`config.mk`:
```
export PLATFORM = sky130hd
export DESIGN_NAME = dsi_colorbar_feeder
export DESIGN_NICKNAME = d
export VERILOG_FILES = /design/src/rtl/dsi_colorbar_feeder.sv
export SDC_FILE = /design/constraint.sdc
export NUM_CORES = 1
export LEC_CHECK = 0
export ABC_CLOCK_PERIOD_IN_PS = 4950
export CORE_MARGIN = 4
export CORE_UTILIZATION = 58
export CTS_CLUSTER_DIAMETER = 150
export CTS_CLUSTER_SIZE = 8
export DETAILED_ROUTE_END_ITERATION = 6
export PLACE_DENSITY = 0.83
export SLEW_MARGIN = 15
export SYNTH_ARGS = -nofsm -noshare
export SYNTH_HDL_FRONTEND = slang
export SYNTH_SLANG_ARGS = --single-unit
```
`constraint.sdc`:
```
create_clock -name I_lcd_clk -period 4.95 [get_ports I_lcd_clk]
set_input_delay 0.495 -clock I_lcd_clk [delete_from_list [all_inputs] [get_ports I_lcd_clk]]
set_output_delay 0.495 -clock I_lcd_clk [all_outputs]
set_load 0.005 [all_outputs]
```
`src/rtl/dsi_colorbar_feeder.sv`:
```
// Colour-bar frame source feeding the DSI lane FIFOs and the per-line VS/HS/DE control FIFO.
// Optional completed-frame counter output enabled by defining DSI_FEED_FRAME_CNT_EN.
module dsi_colorbar_feeder #(
    parameter int H_ACTIVE = 1080,
    parameter int V_ACTIVE = 1920,
    parameter int V_BLANK  = 20
) (
    input  logic        I_lcd_clk,
    input  logic        I_rst,
    input  logic        I_en,
    input  logic        I_full_lane0,
    input  logic        I_full_lane1,
    input  logic        I_full_lane2,
    input  logic        I_full_lane3,
    output logic        O_lane0_wren,
    output logic        O_lane1_wren,
    output logic        O_lane2_wren,
    output logic        O_lane3_wren,
    output logic [15:0] O_lane0_data,
    output logic [15:0] O_lane1_data,
    output logic [15:0] O_lane2_data,
    output logic [15:0] O_lane3_data,
    input  logic        I_full_vshsde,
    output logic        O_vshsde_wren,
    output logic [7:0]  O_vshsde_data
`ifdef DSI_FEED_FRAME_CNT_EN
    ,output logic [15:0] O_frame_cnt
`endif
);

    localparam logic [15:0] BAR_W_C   = 16'(H_ACTIVE / 8);
    localparam logic [15:0] LAST_BEAT = 16'((3 * H_ACTIVE / 8) - 1);
    localparam logic [15:0] LAST_LINE = 16'(V_BLANK + V_ACTIVE - 1);
    localparam logic [15:0] DE_FIRST  = 16'(V_BLANK);

    typedef enum logic [1:0] {S_IDLE, S_CTRL, S_DATA, S_NEXT} state_t;

    state_t      state_q, state_d;
    logic [15:0] line_q, line_d;
    logic [15:0] beat_q, beat_d;
    logic [15:0] pos_q, pos_d;
    logic [1:0]  phase_q, phase_d;
    logic [2:0]  bar_q, bar_d;
`ifdef DSI_FEED_FRAME_CNT_EN
    logic [15:0] frame_q, frame_d;
`endif

    logic        lane_wren, ctrl_wren, de, vs;
    logic [7:0]  ctrl_byte;
    logic [7:0]  beat_bytes [8];
    logic [1:0]  pix_adv, phase_nxt;
    logic [15:0] pos_sum;

    function automatic logic [23:0] bar_rgb(input logic [2:0] idx);
        case (idx)
            3'd0:    bar_rgb = 24'hFFFFFF;
            3'd1:    bar_rgb = 24'hFFFF00;
            3'd2:    bar_rgb = 24'h00FFFF;
            3'd3:    bar_rgb = 24'h00FF00;
            3'd4:    bar_rgb = 24'hFF00FF;
            3'd5:    bar_rgb = 24'hFF0000;
            3'd6:    bar_rgb = 24'h0000FF;
            default: bar_rgb = 24'h000000;
        endcase
    endfunction

    // Byte j of the beat: pixel offset and colour component follow from the phase of byte 0;
    // the bar can only advance by one within a beat since a bar is at least 3 pixels wide.
    function automatic logic [7:0] beat_byte(input logic [3:0] j, input logic [1:0] ph,
                                             input logic [15:0] pos, input logic [2:0] bar);
        logic [3:0]  tot;
        logic [1:0]  off;
        logic [1:0]  comp;
        logic [2:0]  idx;
        logic [23:0] rgb;
        tot  = {2'b00, ph} + j;
        off  = 2'(tot / 4'd3);
        comp = 2'(tot % 4'd3);
        idx  = ((pos + {14'b0, off}) >= BAR_W_C) ? bar + 3'd1 : bar;
        rgb  = bar_rgb(idx);
        case (comp)
            2'd0:    beat_byte = rgb[23:16];
            2'd1:    beat_byte = rgb[15:8];
            default: beat_byte = rgb[7:0];
        endcase
    endfunction

    always_comb begin
        for (int j = 0; j < 8; j++) begin
            beat_bytes[j] = beat_byte(4'(j), phase_q, pos_q, bar_q);
        end
    end

    assign lane_wren = (state_q == S_DATA) &&
                       !(I_full_lane0 || I_full_lane1 || I_full_lane2 || I_full_lane3);
    assign ctrl_wren = (state_q == S_CTRL) && !I_full_vshsde;
    assign vs        = (line_q == 16'd0);
    assign de        = (line_q >= DE_FIRST) && (line_q <= LAST_LINE);
    assign ctrl_byte = {5'b00000, vs, 1'b1, de};

    assign O_vshsde_wren = ctrl_wren;
    assign O_vshsde_data = ctrl_wren ? ctrl_byte : 8'h00;
    assign O_lane0_wren  = lane_wren;
    assign O_lane1_wren  = lane_wren;
    assign O_lane2_wren  = lane_wren;
    assign O_lane3_wren  = lane_wren;
    assign O_lane0_data  = lane_wren ? {beat_bytes[4], beat_bytes[0]} : 16'h0000;
    assign O_lane1_data  = lane_wren ? {beat_bytes[5], beat_bytes[1]} : 16'h0000;
    assign O_lane2_data  = lane_wren ? {beat_bytes[6], beat_bytes[2]} : 16'h0000;
    assign O_lane3_data  = lane_wren ? {beat_bytes[7], beat_bytes[3]} : 16'h0000;
`ifdef DSI_FEED_FRAME_CNT_EN
    assign O_frame_cnt   = frame_q;
`endif

    // 8 bytes per beat advance the byte phase by 2 (mod 3) and the pixel by 2 or 3.
    always_comb begin
        case (phase_q)
            2'd0:    begin pix_adv = 2'd2; phase_nxt = 2'd2; end
            2'd1:    begin pix_adv = 2'd3; phase_nxt = 2'd0; end
            default: begin pix_adv = 2'd3; phase_nxt = 2'd1; end
        endcase
        pos_sum = pos_q + {14'b0, pix_adv};
    end

    always_comb begin
        state_d = state_q;
        line_d  = line_q;
        beat_d  = beat_q;
        pos_d   = pos_q;
        phase_d = phase_q;
        bar_d   = bar_q;
`ifdef DSI_FEED_FRAME_CNT_EN
        frame_d = frame_q;
`endif
        case (state_q)
            S_IDLE: begin
                line_d = 16'd0;
                if (I_en) state_d = S_CTRL;
            end
            S_CTRL: begin
                if (ctrl_wren) state_d = de ? S_DATA : S_NEXT;
            end
            S_DATA: begin
                if (lane_wren) begin
                    beat_d  = beat_q + 16'd1;
                    phase_d = phase_nxt;
                    if (pos_sum >= BAR_W_C) begin
                        pos_d = pos_sum - BAR_W_C;
                        bar_d = bar_q + 3'd1;
                    end else begin
                        pos_d = pos_sum;
                    end
                    if (beat_q == LAST_BEAT) state_d = S_NEXT;
                end
            end
            S_NEXT: begin
                beat_d  = 16'd0;
                pos_d   = 16'd0;
                phase_d = 2'd0;
                bar_d   = 3'd0;
                if (line_q == LAST_LINE) begin
                    line_d  = 16'd0;
                    state_d = I_en ? S_CTRL : S_IDLE;
`ifdef DSI_FEED_FRAME_CNT_EN
                    frame_d = frame_q + 16'd1;
`endif
                end else begin
                    line_d  = line_q + 16'd1;
                    state_d = S_CTRL;
                end
            end
            default: state_d = S_IDLE;
        endcase
    end

    always_ff @(posedge I_lcd_clk or posedge I_rst) begin
        if (I_rst) begin
            state_q <= S_IDLE;
            line_q  <= 16'd0;
            beat_q  <= 16'd0;
            pos_q   <= 16'd0;
            phase_q <= 2'd0;
            bar_q   <= 3'd0;
`ifdef DSI_FEED_FRAME_CNT_EN
            frame_q <= 16'd0;
`endif
        end else begin
            state_q <= state_d;
            line_q  <= line_d;
            beat_q  <= beat_d;
            pos_q   <= pos_d;
            phase_q <= phase_d;
            bar_q   <= bar_d;
`ifdef DSI_FEED_FRAME_CNT_EN
            frame_q <= frame_d;
`endif
        end
    end

endmodule
```
==> reports/metrics.yaml, run 1 <==
drc: 0
cap_violations: 0
n_fill_cell: 932
grt.total_usage: 0.268
synth_area_sq_um: 6950
synth_top_area_frac: 0.198
mostFrequentLayoutCells: "nor2_1 (88), clkdlybuf4s50_1 (73), nand2_1 (68), dfrtp_1 (54), xnor2_1 (43)"
cts_tree: "yes"
placedInstanceArea_sq_um: 7440
ys_types: 78
synth-seq-cells: 55
grt_max_degree: 56
dieHeight_microns: 117
viasPerCell: 6.45
cp.depth: 14
seqCellArea_sq_um: 1380
r2r_cells: 14
rows: 39
final_area_sq_um: 7660
synth-main-ff-cell: "dfrtp_1"
htreeDepth: 2
critPathArrivalTime_ns: 4.32
cts_buffers: 5
first_global_vias: 6401
dp_cells: 1048
async_reset_ff_frac: 1.00
r2r_setup_slack_ns: 0.74
fin_crit_sh: 0.972
worstReg2RegEnd: "pos_q[4]"
routed_wl_microns: 19300
max_stage_delay_ns: 0.57
syn_to_final_growth_pct: 10.2
stdcell_count: 1057
grt-ovfl-total: 0
min_path_type: "reg2reg"
syn_inst: 908
place.gp.congestion: 1.08
worstPathRequired_ns: 4.45
slew_violations: 0
power_density_nw_per_um2: 260
path_buf_inv: 4
vdd_ir_drop_max_v: 0.000212
core_area_sq_um: 11600
worstPathMaxFanout: 8
synth_edf_count: 0
synth_area_per_cell_sq_um: 7.65
clk_pin_slew_ns: 0.07
hold_start: "state_q[0]"
fmax_mhz: 208
layout_min_cycle_time_ns: 4.81
die-area_sq_um: 13800
antenna_found_initial: 0
setup_violations: 0
finalNetCount: 962
worstHoldPathCells: 2
clock_latency_ns: 0.29
worst_slew_pin_slew_ns: 1.12
firstDrtPassIters: 6
cpLargestDelayFamily: "compound AO/OA/AOI/OAI gates"
via_count: 6817
cts.sinks: 55
drive_above_1_share: 0.0897
end_kind: "output port"
io_pins: 85
synth-seq-area-share: 0.198
power.leakage_nw: 3.24
diodes: 0
status: "finished, final reports clean"
dp_hpwl_microns: 14600
grt_pass1_wl_microns: 31600
drt-initial-drc-count: 748
cts_buffer_depth: 2
r2r-start: "phase_q[0]"
yosysWarnings: 0
slew_headroom: 0.253
power_mw: 1.99
worst_path_max_delay_cell: "clkdlybuf4s50_1"
finClkSkew_ns: 0.0112
synthTopCellsByArea: "dfrtp_1 (20%), buf_4 (7.2%), ha_1 (6.3%), xnor2_1 (5.4%), xor2_1 (4.8%)"
portBuffers: 79
multi_input_area_sq_um: 4730
worstHoldEndpoint: "state_q[0]"
path_cells: "buf_4, ha_1, inv_1, ha_1, inv_1, fa_1, nor4_2, nand3_1, a221o_1, a311o_1, xor2_1, a21oi_1, o31a_1, clkdlybuf4s50_1"
root_buffer: "clkbuf_16"
hold_viol: 0
postRouteAntennaNets: 0
floorplan.initialDensity: 0.601
dieWidth_microns: 117
wl_per_cell_microns: 18.3
cp-start-kind: "flop"
synth_top_cell_by_area: "dfrtp_1"
mostFrequentLayoutCell: "nor2_1"
path_class: "reg2out"
worst max-delay path by stage:
stage / from / end / slack [ns]
2_1_floorplan: phase_q[1] / O_lane1_data[1] / 0.71
3_3_place_gp: phase_q[0] / O_lane2_data[6] / 0.45
3_5_place_dp: phase_q[0] / O_lane2_data[7] / 0.27
4_1_cts: phase_q[0] / O_lane2_data[7] / 0.006
5_1_grt: phase_q[1] / O_lane3_data[6] / -0.04
6_report: phase_q[1] / O_lane3_data[6] / 0.14
final cells by class:
cell class | count | area share
Timing Repair Buffer | 115 | 0.141
Sequential cell | 55 | 0.180
Clock inverter | 3 | 0.00294
Tap cell | 143 | 0.0234
Clock buffer | 5 | 0.0163
Inverter | 40 | 0.0196
Multi-Input combinational cell | 696 | 0.617
flip-flops by register name, summed over array words and instances, names as in the netlist:
signal,flops
state_q,2
beat_q,16
line_q,16
pos_q,16
bar_q,3
phase_q,2
worst register-to-register path, delay by kind of cell (launching register included):
family | cells | cell delay [ns]
xor gates and xnor gates | 1 | 0.20
and+or+nand+nor | 2 | 1.01
buffers and inverters | 3 | 0.31
adders and majority gates | 3 | 0.98
DFF | 1 | 0.45
AOI/OAI and AO/OA | 5 | 1.15
repair_timing:
action                     CTS  global route
pin swaps                    0             1
cloned                       0             0
setup buffers                0             1
hold endpoints to repair     0             0
hold buffers                 0             0
setup endpoints to repair   16            39
gates resized for setup      2            16
through the flow:
step                      worst slack, ns  utilization  TNS, ns  hold slack (ns)
final                               0.136        0.662        0            0.560
after CTS                         0.00569        0.657        0            0.560
after global placement              0.446        0.644        0            0.513
after global routing              -0.0365        0.662   -0.147            0.591
after floorplan                     0.713            -        0            0.496
after detailed placement            0.270        0.644        0            0.547
cells in the mapped netlist, types with 9 or more instances:
master    number
nor2_1        88
nand2_1       68
buf_4         67
dfrtp_1       55
xnor2_1       43
inv_1         40
xor2_1        38
nor3_1        37
o21ai_0       36
ha_1          35
a21oi_1       34
nand3_1       34
clkbuf_1      33
nand4_1       28
mux2i_1       22
nor4_1        20
a31oi_1       17
or3_1         14
buf_2         13
nor2b_1       13
a21o_1         9
and4_1         9
o22ai_1        9
or2_2          9
per-layer routing:
metal | global-route usage | routed length [microns] | vias to the layer above
met5 | 0 | 0 | -
met4 | 0.117 | 813 | 0
met3 | 0.0457 | 1670 | 74
met2 | 0.447 | 9040 | 374
met1 | 0.344 | 7790 | 3187
li1 | - | - | 3182
cells by family after synthesis:
| group | share of synthesized area |
|---|---|
| AND/OR/NAND/NOR | 0.268 |
| adder cells (fa/ha/maj) | 0.0846 |
| flip-flops | 0.198 |
| buffers and inverters | 0.130 |
| other | 0.000540 |
| multiplexers | 0.0382 |
| XOR/XNOR | 0.102 |
| AO/OA/AOI/OAI | 0.179 |
power breakdown:
group / total, mW / switching, mW / leakage (nW) / internal (mW)
registers: 0.535 / 0.0499 / 0.759 / 0.485
logic: 1.10 / 0.661 / 2.40 / 0.440
clock network: 0.356 / 0.166 / 0.0742 / 0.190
total: 1.99 / 0.878 / 3.24 / 1.11
Power figures use the tool's default switching activity.
==> inputs of run 2 (changes only) <==
Settings changed: CORE_UTILIZATION 58 to 59, CTS_BUF_LIST set to sky130_fd_sc_hd__clkbuf_2 sky130_fd_sc_hd__clkbuf_4 sky130_fd_sc_hd__clkbuf_8, PLACE_DENSITY 0.83 to 0.84.
==> reports/metrics.yaml, run 2 (synthesis results as in run 1) <==
syn_to_final_growth_pct: 8.12
vdd_ir_drop_max_v: 0.000290  # +37%
cts_buffer_depth: 2  # unchanged
power_mw: 1.92  # -3.9%
place.gp.congestion: 1.04  # -4.2%
portBuffers: 79  # unchanged
cts_tree: "yes"
status: "finished, final reports clean"
n_fill_cell: 944  # +1.3%
worstHoldPathCells: 2  # unchanged
cts_buffers: 5  # unchanged
dp_hpwl_microns: 14000  # -3.8%
clk_pin_slew_ns: 0.11  # +0.04 ns
stdcell_count: 1047  # -0.95%
via_count: 6734  # -1.2%
drt-initial-drc-count: 797  # +6.6%
drc: 0  # unchanged
diodes: 0  # unchanged
final_area_sq_um: 7510  # -1.8%
clock_latency_ns: 0.33  # +0.04 ns
worstPathMaxFanout: 8  # unchanged
met2_usage: 0.431  # -0.0163
mostFrequentLayoutCells: "nor2_1 (88), clkdlybuf4s50_1 (79), nand2_1 (68), dfrtp_1 (53), xnor2_1 (43)"
worstPathRequired_ns: 4.45  # about the same
core_area_sq_um: 11500  # -0.84%
wl_per_cell_microns: 18.1  # -1.1%
slew_headroom: 0.256  # +0.00340
setup_violations: 0  # unchanged
rows: 39  # unchanged
hold_slack_ns: 0.551  # -0.00927 ns
htreeDepth: 2  # unchanged
cap_violations: 0  # unchanged
dieWidth_microns: 117  # -0.80%
min_path_type: "reg2reg"
finalNetCount: 952  # -1.0%
layout_min_cycle_time_ns: 4.77  # -0.0449 ns
dp_cells: 1037  # -1.0%
firstDrtPassIters: 5  # -1
root_buffer: "clkbuf_8"
postRouteAntennaNets: 0  # unchanged
drive_above_1_share: 0.0819  # -0.00786
met3_usage: 0.0254  # -0.0203
use_met1: 0.370  # +0.0262
die-area_sq_um: 13600  # -1.6%
viasPerCell: 6.43  # -0.27%
cts.sinks: 55  # unchanged
routed_wl_microns: 18900  # -2.1%
seqCellArea_sq_um: 1380  # about the same
cp-start-kind: "flop"
critPathArrivalTime_ns: 4.27  # -0.05 ns
grt_pass1_wl_microns: 30100  # -4.8%
pre_cts_ws_ns: 0.223  # -0.0467 ns
mostFrequentLayoutCell: "nor2_1"
end_kind: "output port"
grt-ovfl-total: 0  # unchanged
slew_violations: 0  # unchanged
worst_slew_pin_slew_ns: 1.12  # -0.00509 ns
multi_input_area_sq_um: 4720  # about the same
fin_crit_sh: 0.963  # -0.00906
floorplan.initialDensity: 0.606  # +0.00511
io_pins: 85  # unchanged
hold_viol: 0  # unchanged
grt_max_degree: 56  # unchanged
top_regs: "beat_q: 16 flops, line_q: 16 flops, pos_q: 16 flops"
power.leakage_nw: 3.05  # -5.8%
antenna_found_initial: 0  # unchanged
power_density_nw_per_um2: 255  # -2.1%
top_usage_layer: "met2"
fin_ws_ns: 0.181  # +0.0449 ns
first_global_vias: 6111  # -4.5%
grt.total_usage: 0.271  # +0.00281
path_class: "reg2out"
r2r_cells: 14  # unchanged
tns_ns: 0  # unchanged
hold_buffers: 0  # unchanged
dieHeight_microns: 117  # -0.80%
finClkSkew_ns: 0.0117  # +0.000495 ns
placedInstanceArea_sq_um: 7360  # -1.1%
final_util: 0.655  # -0.00670
fmax_mhz: 210  # +0.94%
run 2: worst paths after layout:
kind	from	to	slack (ns)
max in group asynchronous	I_rst	phase_q[1]	3.78
worst max register to register	phase_q[1]	pos_q[4]	0.73
worst min-delay path	line_q[15]	line_q[15]	0.55
min in group asynchronous	I_rst	line_q[12]	0.67
worst max-delay path	phase_q[1]	O_lane3_data[2]	0.18
worst min register to register	line_q[15]	line_q[15]	0.55
run 2: report_power, final:
part           internal, mW  total, mW  switching, mW
Combinational         0.443       1.10          0.654
Sequential            0.485      0.549         0.0639
Clock                 0.104      0.270          0.166
Total                  1.03       1.92          0.883
run 2: what timing repair did:
item / in CTS / in global routing
pin swaps: 0 / 3
gates cloned: 0 / 0
endpoints found under the setup margin: 8 / 32
setup buffers: 0 / 2
resized for setup: 3 / 11
run 2: area by class of cell:
type                    count  share of cell area
clock buffers               5             0.00916
clock inverters             3             0.00366
inverters                  40              0.0203
multi-input cells         696               0.628
flip-flops and latches     55               0.183
well taps                 143              0.0238
repair buffers            105               0.131
run 2: per-layer routing:
| metal | up-vias | share of wire |
|---|---|---|
| met5 | - | 0 |
| met4 | 0 | 0.037 |
| met3 | 57 | 0.077 |
| met2 | 350 | 0.47 |
| met1 | 3159 | 0.42 |
| li1 | 3168 | - |
run 2: worst max-delay path, cell delays in order, from the launching register on:
cell             delay (ns)
dfrtp_2                0.48
ha_1                   0.23
inv_1                  0.09
ha_1                   0.21
inv_1                  0.08
fa_2                   0.54
nor2b_1                0.05
maj3_1                 0.34
o22ai_1                0.16
o221ai_1               0.16
a311o_1                0.39
xor2_1                 0.18
a21oi_1                0.17
o31a_1                 0.30
clkdlybuf4s50_1        0.56
==> inputs of run 3 (changes only) <==
Settings changed: CORE_UTILIZATION 59 to 45, GPL_TIMING_DRIVEN set to 0, PLACE_DENSITY 0.84 to 0.67.
==> reports/metrics.yaml, run 3 (synthesis results as in run 1) <==
slew_headroom: 0.264  # +0.00810
floorplan.initialDensity: 0.459  # -0.147
fin_crit_sh: 0.974  # +0.0106
power.leakage_nw: 3.65  # +20%
via_count: 7029  # +4.4%
dieHeight_microns: 132  # +14%
first_global_vias: 6307  # +3.2%
drive_above_1_share: 0.174  # +0.0923
worst_path_max_delay_cell: "clkdlybuf4s50_1"
path_cells: "inv_2, ha_4, clkinvlp_4, buf_4, ha_1, a21oi_1, nor2_1, a211o_1, a21oi_1, nor4b_2, nor2b_1, xnor2_1, a21boi_2, buf_4, clkdlybuf4s50_1"
worstPathRequired_ns: 4.45  # about the same
mostFrequentLayoutCell: "buf_4"
drt-initial-drc-count: 580  # -27%
rows: 45  # +15%
grt.total_usage: 0.223  # -0.0477
routed_wl_microns: 20500  # +8.3%
clock_latency_ns: 0.33  # about the same
dp_hpwl_microns: 15700  # +12%
status: "finished, final reports clean"
worst_slew_pin_slew_ns: 1.09  # -0.0222 ns
min_path_type: "reg2reg"
clk_pin_slew_ns: 0.12  # about the same
top_regs: "beat_q: 16 flops, line_q: 16 flops, pos_q: 16 flops"
cp-start-kind: "flop"
end_kind: "output port"
diodes: 0  # unchanged
path_class: "reg2out"
dp_cells: 1179  # +14%
vdd_ir_drop_max_v: 0.000230  # -21%
mostFrequentLayoutCells: "buf_4 (92), nor2_1 (87), clkdlybuf4s50_1 (72), nand2_1 (68), dfrtp_1 (53)"
fmax_mhz: 207  # -1.1%
cts_tree: "yes"
drc: 0  # unchanged
rsz0062_at_grt: "yes"
stdcell_count: 1210  # +16%
wl_per_cell_microns: 16.9  # -6.3%
setup_violations: 0  # unchanged
power_mw: 2.05  # +7.1%
cap_violations: 0  # unchanged
postRouteAntennaNets: 0  # unchanged
grt_pass1_wl_microns: 32700  # +8.5%
power_density_nw_per_um2: 243  # -4.7%
hold_buffers: 0  # unchanged
layout_min_cycle_time_ns: 4.82  # +0.0525 ns
root_buffer: "clkbuf_8"
core_area_sq_um: 15100  # +32%
die-area_sq_um: 17500  # +29%
finalNetCount: 1070  # +12%
critPathArrivalTime_ns: 4.33  # +0.06 ns
firstDrtPassIters: 5  # unchanged
htreeDepth: 2  # unchanged
cts_buffer_depth: 2  # unchanged
grt_max_degree: 56  # unchanged
grt-ovfl-total: 0  # unchanged
portBuffers: 79  # unchanged
syn_to_final_growth_pct: 21.6
hold_viol: 0  # unchanged
viasPerCell: 5.81  # -9.7%
antenna_found_initial: 0  # unchanged
max_stage_delay_ns: 0.49  # -0.07 ns
place.gp.congestion: 0.937  # -9.8%
dieWidth_microns: 132  # +14%
finClkSkew_ns: 0.0116  # -0.000167 ns
io_pins: 85  # unchanged
final_util: 0.558  # -0.0973
cts.sinks: 55  # unchanged
slew_violations: 0  # unchanged
worstPathMaxFanout: 8  # unchanged
cts_buffers: 5  # unchanged
## run 3: cell count changes in the layout (fill, tap and decap cells not counted), moves of 3 or more
cell,change
clkbuf_1,+31
buf_4,+66
ha_4,+5
ha_1,-4
inv_1,-4
clkdlybuf4s50_1,-7
buf_2,+13
buf_6,+5
buf_1,+3
dlymetal6s2s_1,+6
## run 3: final timing paths
kind                                    end  startpoint  cells past startpoint  slack, ns
min in group asynchronous         line_q[5]       I_rst                      2       0.63
max in group asynchronous          pos_q[1]       I_rst                      2       3.82
hold / removal                    beat_q[8]   beat_q[8]                      2       0.56
hold reg to reg                   beat_q[8]   beat_q[8]                      2       0.56
setup reg to reg                   pos_q[4]  phase_q[0]                     18       0.74
setup / recovery           O_lane1_data[12]  phase_q[0]                     15       0.13
## run 3: stage by stage
stage               setup WS [ns]  TNS (ns)  hold WS, ns  instance area (sq um)
detailed placement         -0.488     -8.78        0.533                   7990
floorplan                   0.713         0        0.496                   6970
CTS                       0.00316         0        0.561                   8220
finish                      0.129         0        0.559                   8450
global placement           -0.484     -8.68        0.525                   7990
global route              -0.0524    -0.434        0.596                   8450
## run 3: cell type report
type                    count  area [sq um]
multi-input cells         696          4840
repair buffers            104           995
fillers                  1436          6690
inverters                  40           163
clock inverters             3          27.5
plain buffers             119           746
well taps                 188           235
clock buffers               5          68.8
flip-flops and latches     55          1380
## run 3: critical path, delay by kind of cell (launching register included)
| family | cells | cell delay (ns) |
|---|---|---|
| flops | 1 | 0.44 |
| xor+xnor | 1 | 0.09 |
| simple gates | 3 | 0.77 |
| compound gates | 4 | 1.10 |
| buf+inv | 5 | 1.12 |
| fa+ha+maj | 2 | 0.46 |
## run 3: power by group
| group | internal (mW) | switching (mW) |
|---|---|---|
| logic | 0.525 | 0.711 |
| registers | 0.487 | 0.0531 |
| clock network | 0.105 | 0.171 |
| total | 1.12 | 0.935 |
## run 3: layer usage
layer  GRT usage  up-vias  share of wire
met5           0        -              0
met4      0.0976        0          0.044
met3      0.0271       52          0.059
met2       0.353      278           0.45
met1       0.308     3285           0.45
li1            -     3414              -
## run 3: what timing repair did
| action | 4_1_cts | 5_1_grt |
|---|---|---|
| pin swaps | 2 | 7 |
| setup endpoints to repair | 50 | 64 |
| setup buffers | 12 | 13 |
| gates resized for setup | 16 | 33 |
